### config.mk
export PLATFORM = sky130hd
export DESIGN_NAME = cpu_regfile_wb_arbiter
export DESIGN_NICKNAME = d
export VERILOG_FILES = /design/src/rtl/cpu_regfile_wb_arbiter.sv
export SDC_FILE = /design/constraint.sdc
export NUM_CORES = 1
export LEC_CHECK = 0
export ABC_AREA = 1
export CAP_MARGIN = 20
export CORE_UTILIZATION = 37
export CTS_BUF_LIST = sky130_fd_sc_hd__clkbuf_8
export DETAILED_ROUTE_END_ITERATION = 8
export PLACE_DENSITY = 0.9
export SLEW_MARGIN = 20
export SYNTH_ARGS = -nofsm -noshare
export SYNTH_HDL_FRONTEND = slang
export SYNTH_SLANG_ARGS = --single-unit
### constraint.sdc
create_clock -name clk -period 3.19 [get_ports clk]
set_input_delay 0.957 -clock clk [delete_from_list [all_inputs] [get_ports clk]]
set_output_delay 0.957 -clock clk [all_outputs]
set_load 0.02 [all_outputs]
### src/rtl/cpu_regfile_wb_arbiter.sv
// -----------------------------------------------------------------------------
// cpu_regfile_wb_arbiter
//
// Shares the register file's single write port between NREQ writeback sources
// (ALU, load unit, CSR unit, ...). A round-robin arbiter picks one requester per
// cycle. The winning write is registered and presented to the regfile on the
// following cycle. Writes to x0 complete their handshake but never raise
// rf_rd_write_en.
//
// Handshake: requester i holds req_valid[i] together with a stable
// req_rd_addr/req_rd_data slice until it sees req_ready[i]=1 in the same cycle.
// The write is accepted at that posedge. req_ready is one-hot or zero, and
// req_ready[i] is never 1 unless req_valid[i] is 1. There is no backpressure
// from the regfile.
//
// Ports
//   clk            in   1          clock, all state updates on posedge
//   reset          in   1          synchronous active-high reset
//   hold           in   1          pipeline stall, blocks every grant this cycle
//   req_valid      in   NREQ       requester i has a write pending
//   req_ready      out  NREQ       one-hot grant, write of requester i accepted
//   req_rd_addr    in   NREQ*5     dest register of requester i, [5*i +: 5]
//   req_rd_data    in   NREQ*XLEN  write data of requester i, [XLEN*i +: XLEN]
//   rf_rd_addr     out  5          regfile write address (registered)
//   rf_rd_data     out  XLEN       regfile write data (registered)
//   rf_rd_write_en out  1          regfile write enable (registered)
//   grant_id       out  IDW        requester whose write is on rf_* this cycle
// -----------------------------------------------------------------------------
module cpu_regfile_wb_arbiter #(
    parameter int XLEN = 32,
    parameter int NREQ = 3,
    localparam int IDW = (NREQ > 1) ? $clog2(NREQ) : 1
) (
    input  logic                 clk,
    input  logic                 reset,
    input  logic                 hold,
    input  logic [NREQ-1:0]      req_valid,
    output logic [NREQ-1:0]      req_ready,
    input  logic [NREQ*5-1:0]    req_rd_addr,
    input  logic [NREQ*XLEN-1:0] req_rd_data,
    output logic [4:0]           rf_rd_addr,
    output logic [XLEN-1:0]      rf_rd_data,
    output logic                 rf_rd_write_en,
    output logic [IDW-1:0]       grant_id
);

    // Registered state
    logic [IDW-1:0]  rr_ptr_q,  rr_ptr_d;
    logic [4:0]      addr_q,    addr_d;
    logic [XLEN-1:0] data_q,    data_d;
    logic [IDW-1:0]  gid_q,     gid_d;
    logic            we_q,      we_d;

    // Arbitration results
    logic            found;
    logic [IDW-1:0]  winner;
    logic [4:0]      win_addr;
    logic [XLEN-1:0] win_data;
    logic            accept;

    // Round-robin scan starting at rr_ptr_q. rr_ptr_q < NREQ and k < NREQ, so
    // the sum stays below 2*NREQ and one conditional subtract is enough.
    always_comb begin
        logic [IDW:0]   sum;
        logic [IDW-1:0] idx;
        found  = 1'b0;
        winner = '0;
        sum    = '0;
        idx    = '0;
        for (int k = 0; k < NREQ; k++) begin
            sum = {1'b0, rr_ptr_q} + (IDW+1)'(k);
            if (sum >= (IDW+1)'(NREQ)) begin
                sum = sum - (IDW+1)'(NREQ);
            end
            idx = sum[IDW-1:0];
            if (!found && req_valid[idx]) begin
                found  = 1'b1;
                winner = idx;
            end
        end
    end

    // Select the winner's address and data.
    always_comb begin
        win_addr = '0;
        win_data = '0;
        for (int i = 0; i < NREQ; i++) begin
            if (IDW'(i) == winner) begin
                win_addr = req_rd_addr[5*i +: 5];
                win_data = req_rd_data[XLEN*i +: XLEN];
            end
        end
    end

    // Grant is suppressed during stall and reset; found already implies that
    // the winner's valid bit is set.
    always_comb begin
        req_ready = '0;
        if (found && !hold && !reset) begin
            req_ready = {{(NREQ-1){1'b0}}, 1'b1} << winner;
        end
    end

    assign accept = |(req_valid & req_ready);

    always_comb begin
        rr_ptr_d = rr_ptr_q;
        addr_d   = addr_q;
        data_d   = data_q;
        gid_d    = gid_q;
        we_d     = 1'b0;
        if (accept) begin
            addr_d   = win_addr;
            data_d   = win_data;
            gid_d    = winner;
            // x0 writes load the data path but never enable the regfile.
            we_d     = (win_addr != 5'd0);
            rr_ptr_d = (winner == IDW'(NREQ-1)) ? '0 : winner + IDW'(1);
        end
    end

    always_ff @(posedge clk) begin
        if (reset) begin
            rr_ptr_q <= '0;
            addr_q   <= '0;
            data_q   <= '0;
            gid_q    <= '0;
            we_q     <= 1'b0;
        end else begin
            rr_ptr_q <= rr_ptr_d;
            addr_q   <= addr_d;
            data_q   <= data_d;
            gid_q    <= gid_d;
            we_q     <= we_d;
        end
    end

    assign rf_rd_addr = addr_q;
    assign rf_rd_data = data_q;
    assign grant_id   = gid_q;
    // A write registered just before reset would otherwise reach the regfile
    // at the reset edge. Masking it here discards the pending write.
    assign rf_rd_write_en = we_q & ~reset;

endmodule

# == Word level (Yosys, flattened, before mapping) ==
# Cells that the tools add are included.
# word_totals
regBits,42
wordCells,60
# op_classes
reduce_logical,12
n_eq_ne,3
n_bitwise,4
n_lt_le_gt_ge,6
mux,23
n_addsub,6
shifts,1
# op_table
cell,n
$mux W32,3
$mux W5,3
$mux W2,7
$lt A2 B3 Y1 const B,3
$bmux W1 S2,3
$ge A3 B2 Y1 const B,2
$mux W1,6
$sub A2 B2 Y2 const B,3
$reduce_bool A5 Y1,1
$logic_and A1 B1 Y1,4
$logic_not A1 Y1,4
$add A2 B1 Y3 const B,1
$add A2 B2 Y3 const B,1
$and A3 B3 Y3,1
$mux W3,1
$reduce_or A3 Y1,1
$shl A1 B2 Y3 const A,1
$add A2 B1 Y2 const B,1
$eq A1 B2 Y1 const A,1
$eq A2 B2 Y1 const A,1
$eq A2 B2 Y1 const B,1
$ge A2 B2 Y1 const B,1
$logic_not A2 Y1,1
$not A1 Y1,2
2 further kinds,2

# == Depth between registers and ports, before layout ==
# logic_depth
depth_word,18
depth_mapped,17

# == Worst setup path after synthesis ==
# OpenSTA, ideal clock, no wires.
# synth_timing
path_type,input -> output
start,input req_valid[1]
end,output req_ready[0]
cell_stages,11
t_arrival_ns,2.205
slack_ns,0.028
n_path_buf,2
required_ns,2.233
cell_sequence,nand2_1 nand3_1 nand2_2 o21ai_0 nand2_1 nand2_1 buf_6 nor2_8 buf_4 inv_1 nor2_1
# synth_between
elab_chain_len,12
word_cells_on_any_way,20
classes_between,shift (1); mux (13); reduce/logical (6)
# synth_rtl
item,line,source
"start, declared",37,"input logic [NREQ-1:0] req_valid,"
$bmux W1 S2,76,if (!found && req_valid[idx]) begin
$mux W1 (implied by the code),76,
$mux W1,76,
$logic_not A1 Y1,76,
$logic_and A1 B1 Y1,76,
$mux W1,76,
$logic_not A1 Y1,76,
$logic_and A1 B1 Y1,76,
$mux W1,76,
$logic_and A1 B1 Y1 (2 in a row),99,if (found && !hold && !reset) begin
$mux W3 (*),99,
"end, declared",38,"output logic [NREQ-1:0] req_ready,"
# Every way passes the cells marked *; elsewhere a longest branch is shown, timed or not. The select of a mux whose other input is x is not followed.

# == Final worst setup path ==
# layout_timing
start,input req_valid[2]
end,output req_ready[0]
# The elaborated chain is that of the path after synthesis.

==> flow_metrics.tcl <==
set metrics [dict create \
    synth.area.top_cells "dfxtp_1 (35%), nand2_1 (24%), nand3_1 (5.5%)" \
    hold_buffers 0 \
    critPathRequiredTime_ns 2.23 \
    synth_fp_nets 481 \
    synth_cell_types 26 \
    synth_edf_count 0 \
    syn_avg_cell_area_um2 6.61 \
    cts_buffer_depth 2 \
    hold_viol_final 0 \
    ys_ff_latch 42 \
    dp_hpwl_um 6190 \
    swShare_pct 47.5 \
    synth-async-reset-ratio_pct 0 \
    cts_inserted_buffers 5 \
    grt_pass1_wl_um 12300 \
    ys.flop_type "dfxtp_1" \
    tns_ns 0 \
    p_total_mw 4.61 \
    hp-class "register to register" \
    finClkSkew_ns 0.00325 \
    fmax_ghz 0.319 \
    portBuffers 159 \
    yosysSeqAreaShare_pct 35.3 \
    path_class "primary input to output pin" \
    place_ws_ns -0.798 \
    p_leak_nw 1.85 \
    slew_headroom_pct 71.5 \
    netlist_top_cells_count "nand2_1 (153), dfxtp_1 (42), nand3_1 (26)" \
    setup.worst_path.end_class "output pin" \
    ant_nets 0 \
    finalCriticalPeriod_ns 3.13 \
    p_sw_mw 2.19 \
    drt_iter0_markers 67 \
    ir_drop_mv 0.702 \
    setup_violations 0 \
    yosysTopAreaCell "dfxtp_1" \
    cp_max_fo 5 \
    nets 657 \
    grt_max_degree 38 \
    cp.arrival_ns 2.17 \
    stdcell_count 611 \
    placed_area_mm2 0.00410 \
    critPathLaunchType "primary input" \
    place_congestion 0.832 \
    power_frac_comb_pct 72.0 \
    die_h_um 82.2 \
    syn_to_final_growth_pct 80.7 \
    routedWlPerCell_um 13.7 \
    synth_area_mm2 0.00238 \
    die_area_mm2 0.00676 \
    p_seq_share_pct 18.9 \
    status "completed" \
    setup_ws_ns 0.0590 \
    io_pins 160 \
    drc 0 \
    synth.most_common_cell "nand2_1" \
    drive_gt1_share_pct 13.1 \
    synthCells 360 \
    die_width_um 82.2 \
    num_antenna_cells 0 \
    clk_pin_slew_ns 0.07 \
    antenna_found_initial 0 \
    pwr-share-clk_pct 9.1 \
    root_buffer "clkbuf_8" \
    cts.sinks 42 \
    vias 3060 \
    maxSlewViolCount 0 \
    worst_pin_slew_ns 0.428 \
    cap_violations 0 \
    rows 28 \
    p_per_area_mw_per_mm2 1070 \
    timing.hold.ws_ns 0.456 \
    post-place-cells 598 \
    grt_pass1_vias 2868 \
    initial_core_util_pct 39.3 \
    cts_tree "done" \
    intPower_mw 2.42 \
    fin_area_mm2 0.00430 \
    core-area_mm2 0.00606 \
    first_pass_iters 4 \
    overflow 0 \
    grt_use_total_pct 23.6 \
    yosysWarnings 0 \
    totalWireLength_um 8350 \
    clk_latency_ns 0.28 \
    htree_num_levels 2 \
    synth.top_cell.area_share_pct 35.3 \
    viasPerCell 5.01 \
    fin_util_pct 71.0 \
    min_period_over_period_pct 98.1 \
]
==> placed cells by master, fill, tap and decap left out, drive strengths merged, types with 8 or more instances in the layout <==
cell type | netlist | layout
buf | 15 | 34
nand2 | 161 | 161
clkbuf | 5 | 8
clkdlybuf4s50 | 0 | 153
a21oi | 14 | 14
a41oi | 9 | 9
nor2 | 8 | 8
dfxtp | 42 | 42
o21ai | 46 | 46
inv | 23 | 23
nand3 | 26 | 26
==> power groups by stage <==
stage | Combinational [mW] | Sequential, mW | Clock (mW)
final | 3.32 | 0.870 | 0.421
after global routing | 3.62 | 0.896 | 0.455
after CTS | 3.22 | 0.867 | 0.435
after detailed placement | 3.10 | 0.875 | 0
after global placement | 3.01 | 0.863 | 0
after floorplan | 1.79 | 1.13 | 0
==> metal layers <==
| metal | wire length (um) | global-route usage (%) | vias up |
|---|---|---|---|
| met1 | 3100 | 23.2 | 1384 |
| met4 | 187 | 7.89 | 0 |
| li1 | - | - | 1522 |
| met3 | 672 | 7.14 | 20 |
| met2 | 4390 | 46.0 | 134 |
| met5 | 0 | 0 | - |
==> cell type report <==
type,instances,area [um2]
well taps,75,93.8
clock inverters,1,30.0
fillers,507,1760
multi-input cells,275,1360
repair buffers,189,1810
inverters,23,86.3
flip-flops and latches,42,841
clock buffers,6,82.6
==> timing repair <==
item,4_1_cts,5_1_grt
gates resized for setup,28,17
endpoints found under the setup margin,3,3
buffers inserted,5,1
pin swaps,9,9
==> final timing paths <==
| path | start | endpoint | slack (ns) | depth (start not counted) |
|---|---|---|---|---|
| setup / recovery | req_valid[2] | req_ready[0] | 0.06 | 11 |
| hold reg to reg | rf_rd_data[22]$_SDFFE_PP0P_ | rf_rd_data[22]$_SDFFE_PP0P_ | 0.46 | 2 |
| setup reg to reg | rr_ptr_q[0]$_SDFFE_PP0P_ | rf_rd_data[6]$_SDFFE_PP0P_ | 0.68 | 15 |
| hold / removal | rf_rd_data[22]$_SDFFE_PP0P_ | rf_rd_data[22]$_SDFFE_PP0P_ | 0.46 | 2 |
==> kinds of logic after synthesis <==
group / Yosys count / synth area share [%]
buffers and inverters: 43 / 10.2
AO/OA/AOI/OAI: 70 / 16.7
flip-flops: 42 / 35.3
adder cells (fa/ha/maj): 4 / 2.10
AND/OR/NAND/NOR: 201 / 35.7
==> registers in the layout, indices dropped and copies added, names as in the netlist <==
signal	count
rf_rd_data	32
rf_rd_addr	5
grant_id	2
rr_ptr_q	2
we_q	1
==> critical path, cell delays in order <==
cell and delay [ns]:
clkbuf_2 0.11, inv_1 0.05, o21ai_2 0.17, nand2_4 0.09, nand4_1 0.17, nand2_2 0.10, buf_6 0.14, nor2_8 0.07
inv_1 0.07, nor2_1 0.10, buf_4 0.16
No activity file was read; power rests on OpenSTA's default activity.
